==> config.mk <==
export PLATFORM = sky130hd
export DESIGN_NAME = crc_frame_sender
export DESIGN_NICKNAME = d
export VERILOG_FILES = /design/src/rtl/crc_frame_sender.sv
export SDC_FILE = /design/constraint.sdc
export NUM_CORES = 1
export LEC_CHECK = 0
export ABC_AREA = 1
export BUFFER_PORTS_ARGS = -buffer_cell sky130_fd_sc_hd__buf_4
export CAP_MARGIN = 20
export CORE_MARGIN = 2
export CORE_UTILIZATION = 40
export DETAILED_ROUTE_END_ITERATION = 6
export GPL_ROUTABILITY_DRIVEN = 0
export HOLD_SLACK_MARGIN = 0.05
export PLACE_DENSITY = 0.66
export SYNTH_ARGS = -nofsm -noshare
export SYNTH_HDL_FRONTEND = slang
export SYNTH_SLANG_ARGS = --single-unit
==> constraint.sdc <==
create_clock -name clk -period 2.19 [get_ports clk]
set_input_delay 0.1095 -clock clk [delete_from_list [all_inputs] [get_ports clk]]
set_output_delay 0.1095 -clock clk [all_outputs]
set_load 0.01 [all_outputs]
==> src/rtl/crc_frame_sender.sv <==
// Transmit side of the CRC frame protocol. It sends the byte count, then the
// payload bytes, then the CRC-8 of the payload, and reports the checker's verdict.
`timescale 1ns/1ps
module crc_frame_sender #(
    parameter int               WIDTH = 8,
    parameter logic [WIDTH-1:0] POLY  = 8'h07,
    parameter logic [WIDTH-1:0] INIT  = 8'h00
) (
    input  logic             clk,
    input  logic             rst_n,
    input  logic             req_valid,
    output logic             req_ready,
    input  logic [WIDTH-1:0] req_len,
    input  logic             pl_valid,
    output logic             pl_ready,
    input  logic [WIDTH-1:0] pl_data,
    output logic             cnt_valid,
    input  logic             cnt_ready,
    output logic [WIDTH-1:0] cnt_data,
    output logic             dat_valid,
    input  logic             dat_ready,
    output logic [WIDTH-1:0] dat_data,
    input  logic             res_valid,
    output logic             res_ready,
    input  logic             res_data,
    output logic             done,
    output logic             pass,
    output logic             busy
);

    typedef enum logic [2:0] {
        IDLE,
        SEND_CNT,
        SEND_DATA,
        SEND_CRC,
        WAIT_RES
    } state_t;

    state_t           state;
    logic [WIDTH-1:0] remaining;
    logic [WIDTH-1:0] crc;
    logic             pl_fire;
    logic             dat_fire;

    // Serial MSB-first CRC update for one byte. Bits that shift out are dropped.
    function automatic logic [WIDTH-1:0] crc_step(input logic [WIDTH-1:0] c,
                                                  input logic [WIDTH-1:0] d);
        logic [WIDTH-1:0] r;
        logic             fb;
        r = c;
        for (int i = WIDTH - 1; i >= 0; i--) begin
            fb = r[WIDTH-1] ^ d[i];
            r  = (r << 1) ^ (fb ? POLY : '0);
        end
        return r;
    endfunction

    assign req_ready = (state == IDLE);
    assign res_ready = (state == WAIT_RES);
    assign busy      = (state != IDLE);
    // A new byte is taken only when the output register is empty or is emptied this cycle.
    assign pl_ready  = (state == SEND_DATA) && (remaining != '0) && (!dat_valid || dat_ready);
    assign pl_fire   = pl_valid && pl_ready;
    assign dat_fire  = dat_valid && dat_ready;

    always_ff @(posedge clk or negedge rst_n) begin
        if (!rst_n) begin
            state     <= IDLE;
            remaining <= '0;
            crc       <= INIT;
            cnt_valid <= 1'b0;
            cnt_data  <= '0;
            dat_valid <= 1'b0;
            dat_data  <= '0;
            done      <= 1'b0;
            pass      <= 1'b0;
        end else begin
            done <= 1'b0;
            case (state)
                IDLE: begin
                    if (req_valid) begin
                        cnt_data  <= req_len;
                        remaining <= req_len;
                        crc       <= INIT;
                        cnt_valid <= 1'b1;
                        state     <= SEND_CNT;
                    end
                end
                SEND_CNT: begin
                    if (cnt_ready) begin
                        cnt_valid <= 1'b0;
                        if (remaining == '0) begin
                            dat_data  <= crc;
                            dat_valid <= 1'b1;
                            state     <= SEND_CRC;
                        end else begin
                            state <= SEND_DATA;
                        end
                    end
                end
                SEND_DATA: begin
                    if (pl_fire) begin
                        dat_data  <= pl_data;
                        dat_valid <= 1'b1;
                        crc       <= crc_step(crc, pl_data);
                        remaining <= remaining - WIDTH'(1);
                    end else if (dat_fire) begin
                        // The last payload byte is leaving, so the CRC follows with no bubble.
                        if (remaining == '0) begin
                            dat_data  <= crc;
                            dat_valid <= 1'b1;
                            state     <= SEND_CRC;
                        end else begin
                            dat_valid <= 1'b0;
                        end
                    end
                end
                SEND_CRC: begin
                    if (dat_ready) begin
                        dat_valid <= 1'b0;
                        state     <= WAIT_RES;
                    end
                end
                WAIT_RES: begin
                    if (res_valid) begin
                        pass  <= res_data;
                        done  <= 1'b1;
                        state <= IDLE;
                    end
                end
                default: state <= IDLE;
            endcase
        end
    end

endmodule

# Word-level counts from Yosys, hierarchy flattened
# Index checks and enable logic that the tools add are counted.
dict set report classes {
  addsub 1
  eq_ne 14
  n_mux 40
  bitwise 16
  reduce_logical 21
}
# op n
set op_table {}
lappend op_table {{8-bit two-way mux} 8}
lappend op_table {{8-bit by 3-bit XOR with 8-bit output} 8}
lappend op_table {{8-bit case mux with 2 select lines} 3}
lappend op_table {{3-bit two-way mux} 15}
lappend op_table {{2-bit != test (second input constant)} 8}
lappend op_table {{3-bit case mux with 5 select lines} 1}
lappend op_table {{1-bit two-way mux} 11}
lappend op_table {{3-bit AND reduction} 3}
lappend op_table {{8-bit logical NOT} 1}
lappend op_table {{8-bit nonzero test} 1}
lappend op_table {{8-bit by 1-bit subtractor with 8-bit output (second input constant)} 1}
lappend op_table {{1-bit XOR} 8}
lappend op_table {{7-bit AND reduction} 1}
lappend op_table {{3-bit by 2-bit == test with 1-bit output (second input constant)} 2}
lappend op_table {{2-bit nonzero test} 3}
lappend op_table {{3-bit nonzero test} 2}
lappend op_table {{5-bit AND reduction} 1}
lappend op_table {{1-bit logical AND} 4}
lappend op_table {{2-bit AND reduction} 2}
lappend op_table {{3-bit by 1-bit == test with 1-bit output (second input constant)} 1}
lappend op_table {{3-bit == test (second input constant)} 1}
lappend op_table {{3-bit logical NOT} 1}
lappend op_table {{3-bit != test (second input constant)} 1}
lappend op_table {{1-bit case mux with 3 select lines} 1}
lappend op_table {{other kinds (4)} 4}
dict set report word_totals {
  register_bits 39
  inputBits 24
  out_inout_bits 24
  elab_cells 101
}

# Longest topological paths before layout
# Gate-level depths: netlist (run 1).
dict set report logic_depth {
  ltp_word 26
  depth_mapped 12
}

# Worst setup path before layout (run 1)
# Ideal clock, no wire load.
dict set report synth_path {
  path_type {reg2reg}
  start {reg remaining[0]}
  end {reg remaining[6]}
  arrival_time_ps 1423
  t_required_ps 2066
  setup_slack_ps 643
  path_stages_with_launch 11
  path_buffers 1
  synth_period_minus_slack_ps 1547
  cell_sequence {dfrtp_1 inv_1 ha_1 nand2_1 nor2_1 nand2_1 nand4_4 nand2_4 buf_6 o211ai_1 nand2_1}
}
dict set report synth_between {
  elab_chain_cells 6
  elab_cells_between_ends 9
}
# element line_no
set synth_rtl {}
lappend synth_rtl {{start, declared} 40} ;# logic [WIDTH-1:0] remaining;
lappend synth_rtl {{start signal, assigned} 83} ;# remaining <= req_len;
lappend synth_rtl {{start signal, assigned} 106} ;# remaining <= remaining - WIDTH'(1);
lappend synth_rtl {{branches (longest 6 deep; another with 8-bit by 1-bit subtractor with 8-bit output)} --}
# Parallel ways; which one is timed is not known. The select of a mux whose other input is x is not followed.
# A chain may end at the register's enable or synchronous reset.

# Final worst setup path (run 1)
dict set report layout_path {
  start {reg remaining[0]}
  end {reg crc[7]}
}
dict set report layout_between {
  elab_chain_cells 6
}
# element line_no
set layout_rtl {}
lappend layout_rtl {{8-bit nonzero test} 62} ;# assign pl_ready = (state == SEND_DATA) && (remaining != '0) && (!dat_valid || dat_ready);
lappend layout_rtl {{1-bit logical AND (2 in series)} 62}
lappend layout_rtl {{1-bit logical AND} 63} ;# assign pl_fire = pl_valid && pl_ready;
lappend layout_rtl {{2-bit != test (no source line)} --}
lappend layout_rtl {{3-bit AND reduction (no source line)} --}
lappend layout_rtl {{end signal, assigned} 105} ;# crc <= crc_step(crc, pl_data);
lappend layout_rtl {{end, declared} 41} ;# logic [WIDTH-1:0] crc;
# Every way passes these cells.

==> results of run 1 <==
-- report_power, final --
group	internal, mW	leakage (nW)	total [mW]	switching, mW
registers	1.01	0.498	1.27	0.259
logic	0.859	1.10	2.13	1.28
clock network	0.287	0.0505	0.552	0.265
-- layer usage --
layer | wire [um] | part of all wire [%]
met1 | 2644 | 45
met2 | 2860 | 49
met3 | 285 | 4.9
met4 | 28 | 0.48
met5 | 0 | 0
-- cell usage after synthesis, types with 3 or more instances --
cell	instances	area, um2
xor2_1	6	52.55
mux2_2	5	56.30
xnor2_1	6	52.55
nand3_1	11	55.05
nand4_1	8	50.05
nor2_1	15	56.30
nand2_1	162	608.1
o21ai_0	23	115.1
o21ai_1	5	25.02
dfrtp_1	39	975.9
buf_2	3	15.01
inv_1	37	138.9
-- metrics by stage --
stage	instance area, um2	power (mW)	utilization (%)
after global routing	3008	4.361	50.80
after global placement	2874	3.370	48.54
after floorplan	2454	2.765	-
final	3008	3.953	50.80
after CTS	3008	3.992	50.80
after detailed placement	2874	3.418	48.54
-- flip-flops by register name, indices dropped and copies added (netlist names) --
| register | cells |
|---|---|
| cnt_data | 8 |
| crc | 8 |
| dat_data | 8 |
| remaining | 8 |
| state | 3 |
| cnt_valid | 1 |
| dat_valid | 1 |
| done | 1 |
| pass | 1 |
-- kinds of logic after synthesis --
| family | count (synthesis) | synth area share (%) |
|---|---|---|
| compound gates | 35 | 8.006 |
| xor+xnor | 12 | 4.283 |
| fa+ha+maj | 1 | 0.5099 |
| buf+inv | 45 | 7.649 |
| flops | 39 | 39.78 |
| mux | 5 | 2.295 |
| simple gates | 209 | 37.48 |
-- worst max path at each step --
stage | startpoint | to | slack [ns] | cells after the start
finish | remaining[0] | crc[7] | 0.28 | 10
global route | remaining[0] | remaining[5] | 0.09 | 10
CTS | remaining[0] | crc[7] | 0.26 | 10
detailed placement | remaining[0] | crc[7] | 0.30 | 10
global placement | remaining[0] | crc[6] | 0.43 | 10
floorplan | remaining[0] | remaining[6] | 0.64 | 10
-- cells in the final DEF (no fill, tap or decap), drive strengths merged, types with 3 or more instances in the layout --
cell and n:
buf 49, clkbuf 7, dfrtp 39, dlygate4sd3 3
inv 39, mux2 5, nand2 166, nand3 11
nand4 9, nor2 19, o21ai 28, xnor2 6
xor2 6
-- what timing repair did --
item / in CTS / in global routing
endpoints found under the hold margin: 41 / 0
setup buffers: 0 / 0
hold buffers: 3 / 0
-- cell type report --
class	count	share of cell area (%)
multi-input combinational	262	42.89
sequential	39	32.45
timing repair buffer	52	13.23
inverter	39	4.867
clock buffer	7	3.203
tap	75	3.120
clock inverter	1	0.2496
==> flow_summary.json, run 1 <==
{
  "finalCritPeriodShare_pct": 87.07,
  "worst_path_dominant_cell_family": "simple AND/OR/NAND/NOR gates",
  "finalHoldViolations": 0,
  "final-setup-viol-count": 0,
  "area_growth_pct": 22.59,
  "seq_area_frac_synth_pct": 39.78,
  "async_reset_ff_share_pct": 100.0,
  "ys_types": 30,
  "grt_pass1_wl_mm": 10.16,
  "synth_edf_count": 0,
  "ys.flop_type": "dfrtp_1",
  "post_layout_nonfiller_instances": 475,
  "grt_pass1_vias": 2304,
  "coreArea_um2": 5921,
  "dieArea_um2": 6777,
  "finalWirelength_mm": 5.819,
  "htree_levels": 2,
  "rsz0062_at_grt": "no",
  "critical_path_class": "register to register",
  "use_met1_pct": 24.33,
  "ff2ff_setup_slack_ns": 0.28,
  "path_cells": "inv_1, ha_1, nand2_1, nor2_1, nand2_1, nand4_4, nand2_4, inv_2, nand2_1, o21ai_0",
  "dr.pass1.iters": 4,
  "cts_inserted_buffers": 5,
  "cts_resized": 0,
  "fmax_mhz": 524.4,
  "hold_path_end": "cnt_data[5]",
  "drc": 0,
  "finalMaxSlewViolations": 0,
  "clock-root-buffer": "clkbuf_8",
  "gr-usage-met2_pct": 33.87,
  "finalCriticalPeriod_ns": 1.907,
  "outcome": "finished clean",
  "die_x_um": 82.32,
  "fin_ws_ns": 0.2831,
  "end_kind": "register",
  "multi_input_area_um2": 1290,
  "antenna_found_initial": 0,
  "worstPathArrival_ns": 2.12,
  "initial_utilization_pct": 41.44,
  "antennaDiodeCount": 0,
  "synth-seq-cells": 39,
  "r2r_end": "crc[7]",
  "cts_tree": "yes",
  "max_stage_delay_ns": 0.38,
  "cp.buffers_inverters": 2,
  "slew_headroom_pct": 66.72,
  "skew_ns": 0.008697,
  "peakVddDrop_mv": 0.6641,
  "synth_nets": 371,
  "crit_path_start_kind": "register",
  "row_count": 28,
  "path_common_cell": "nand2_1",
  "clk_latency_ns": 0.29,
  "synthesis.area_per_instance_um2": 7.091,
  "cts_buffer_depth": 2,
  "cpMaxStageDelayCell": "dfrtp_1",
  "use_met3_pct": 3.804,
  "post_drt_wl_per_cell_um": 12.25,
  "drt_iter0_markers": 111,
  "min_from": "req_len[5]",
  "cts_sinks": 39,
  "io_pins": 48,
  "layout-drive-gt1-share_pct": 18.75,
  "dp_hpwl_mm": 4.428,
  "finalSetupTns_ns": 0,
  "pre_cts_slack_ns": 0.2952,
  "final_nets": 424,
  "portBuffers": 47,
  "cp_max_fo": 16,
  "antenna_left": 0,
  "syn_inst": 346,
  "netlist_area_um2": 2454,
  "busiest_layer": "met2",
  "grt_max_degree": 40,
  "clkTransAtPathRegs_ns": 0.08,
  "nFillCells": 591,
  "die_h_um": 82.32,
  "hold_path.class": "input pin to register",
  "hold_depth": 2,
  "vias": 2327,
  "grt_usage_pct": 19.32,
  "ff_latch_area_um2": 975.9,
  "p_leak_nw": 1.651,
  "hold_ws_ns": 0.05691,
  "worstMarginPinSlew_ns": 0.4992,
  "grt.overflow.total": 0,
  "viasPerCell": 4.899,
  "worstPathRequired_ns": 2.40,
  "timing.rr.start": "remaining[0]",
  "dp_cells": 464,
  "reg2regPathDepth": 10,
  "synth_warnings": 0,
  "pwr_density_cell_nw_per_um2": 1314,
  "maxCapViolCount": 0
}
No activity file was read; power rests on OpenSTA's default activity.
==> run 2, diff against run 1 <==
--- a/config.mk
+++ b/config.mk
@@ -8,6 +8,7 @@
 export ABC_AREA = 1
 export BUFFER_PORTS_ARGS = -buffer_cell sky130_fd_sc_hd__buf_4
 export CAP_MARGIN = 20
+export CORE_ASPECT_RATIO = 1.2
 export CORE_MARGIN = 2
 export CORE_UTILIZATION = 40
 export DETAILED_ROUTE_END_ITERATION = 6
==> constraint.sdc (replaced) <==
create_clock -name clk -period 2.19 [get_ports clk]
set_input_delay 0.438 -clock clk [delete_from_list [all_inputs] [get_ports clk]]
set_output_delay 0.438 -clock clk [all_outputs]
set_load 0.01 [all_outputs]
==> flow_summary.json, run 2 (same netlist as run 1, synthesis figures left out) <==
{
  "grt_max_degree": 40,
  "post_layout_nonfiller_instances": 482,
  "portBuffers": 47,
  "cts_inserted_buffers": 5,
  "antenna_found_initial": 0,
  "dr.pass1.iters": 5,
  "die_h_um": 89.80,
  "viasPerCell": 4.784,
  "rsz0062_at_grt": "no",
  "p_leak_nw": 1.663,
  "grt_pass1_wl_mm": 10.09,
  "finalWirelength_mm": 5.824,
  "post_drt_wl_per_cell_um": 12.08,
  "finalHoldViolations": 0,
  "row_count": 31,
  "clkTransAtPathRegs_ns": 0.08,
  "timing.rr.start": "remaining[0]",
  "final_common_cell": "nand2_1",
  "cts_tree": "yes",
  "worstMarginPinSlew_ns": 0.5020,
  "drc": 0,
  "end_kind": "primary output",
  "cp_max_fo": 10,
  "grt_pass1_vias": 2282,
  "pwr_density_cell_nw_per_um2": 1340,
  "worstPathRequired_ns": 1.75,
  "cts-hold-fix-buffers": 0,
  "finalSetupTns_ns": 0,
  "nFillCells": 626,
  "finalMaxSlewViolations": 0,
  "dp_hpwl_mm": 4.529,
  "critical_path_class": "register to primary output",
  "maxCapViolCount": 0,
  "cts_buffer_depth": 2,
  "area_growth_pct": 23.20,
  "ff2ff_setup_slack_ns": 0.34,
  "coreArea_um2": 5973,
  "cts_resized": 0,
  "slew_headroom_pct": 66.53,
  "peakVddDrop_mv": 0.6660,
  "dp_cells": 472,
  "layout-drive-gt1-share_pct": 19.50,
  "finalCritPeriodShare_pct": 94.82,
  "final_cell_mix": "162 x nand2_1, 52 x buf_4, 39 x dfrtp_1, 37 x inv_1, 23 x o21ai_0",
  "htree_levels": 2,
  "hold_path.class": "input pin to asynchronous set/reset pin",
  "io_pins": 48,
  "r2r_end": "remaining[5]",
  "finalCriticalPeriod_ns": 2.077,
  "antennaDiodeCount": 0,
  "vias": 2306,
  "drt_iter0_markers": 107,
  "final_nets": 424,
  "grt.overflow.total": 0,
  "skew_ns": 0.006755,
  "initial_utilization_pct": 41.08,
  "outcome": "finished clean",
  "final-setup-viol-count": 0,
  "clock-root-buffer": "clkbuf_8",
  "cts_sinks": 39,
  "antenna_left": 0,
  "reg2regPathDepth": 10,
  "clk_latency_ns": 0.29,
  "timing.critical_path.from": "remaining[0]",
  "grt_usage_pct": 18.70,
  "die_x_um": 75.50,
  "fmax_mhz": 481.6,
  "worstPathArrival_ns": 1.64,
  "final_core_util_pct": 50.61,
  "dieArea_um2": 6779,
  "crit_path_start_kind": "register"
}
-- run 2: cell types whose count changed in the layout (fill, tap and decap cells not counted) --
cell           change
clkinvlp_4         -1
clkbuf_8           -1
buf_4              +3
clkinv_2           +1
bufinv_16          +1
dlygate4sd3_1      -3
-- run 2: area by class of cell --
| type | count | area (um2) | share of cell area (%) |
|---|---|---|---|
| clock buffer | 6 | 82.58 | 2.732 |
| clock inverter | 2 | 35.03 | 1.159 |
| inverter | 39 | 146.4 | 4.843 |
| multi-input combinational | 262 | 1290 | 42.67 |
| sequential | 39 | 975.9 | 32.28 |
| tap | 82 | 102.6 | 3.394 |
| timing repair buffer | 52 | 390.4 | 12.91 |
-- run 2: repair_timing --
item | in CTS | in global routing
setup endpoints to repair | 1 | 1
pin swaps | 1 | 2
buffers inserted | 0 | 2
-- run 2: metrics by stage --
step	power [mW]	hold slack, ns	area (um2)	setup slack [ns]
floorplan	2.765	0.1424	2454	0.5650
global placement	3.387	0.4470	2890	0.3929
detailed placement	3.431	0.4515	2890	0.3313
CTS	4.072	0.1255	3008	0.01828
global route	4.440	0.1507	3023	0.01848
finish	4.052	0.1117	3023	0.1134
-- run 2: where the power goes --
group | internal [mW] | leakage [nW] | switching (mW)
Clock | 0.369 | 0.0612 | 0.259
Combinational | 0.880 | 1.10 | 1.28
Sequential | 1.01 | 0.498 | 0.260
-- run 2: worst max path at each step --
stage,end,slack (ns),cells past startpoint
after floorplan,pl_ready,0.57,7
after global routing,pl_ready,0.02,8
after CTS,pl_ready,0.02,8
after detailed placement,pl_ready,0.33,8
final,pl_ready,0.11,8
after global placement,pl_ready,0.39,8
-- run 2: layer usage --
layer / up-vias / share of wire, % / wire length [um] / GRT usage [%]
met5: - / 0 / 0 / 0
met3: 12 / 4.1 / 237 / 4.260
met2: 60 / 49 / 2872 / 30.87
met1: 1047 / 44 / 2588 / 23.62
li1: 1187 / - / - / -
met4: 0 / 2.2 / 127 / 6.140
-- run 2: critical path, stage by stage, from the launching register on --
cell	delay, ns
dfrtp_1	0.39
inv_1	0.10
ha_1	0.22
nand3_1	0.15
nor2_4	0.20
nor2_8	0.07
nand2_1	0.07
inv_1	0.04
buf_4	0.13
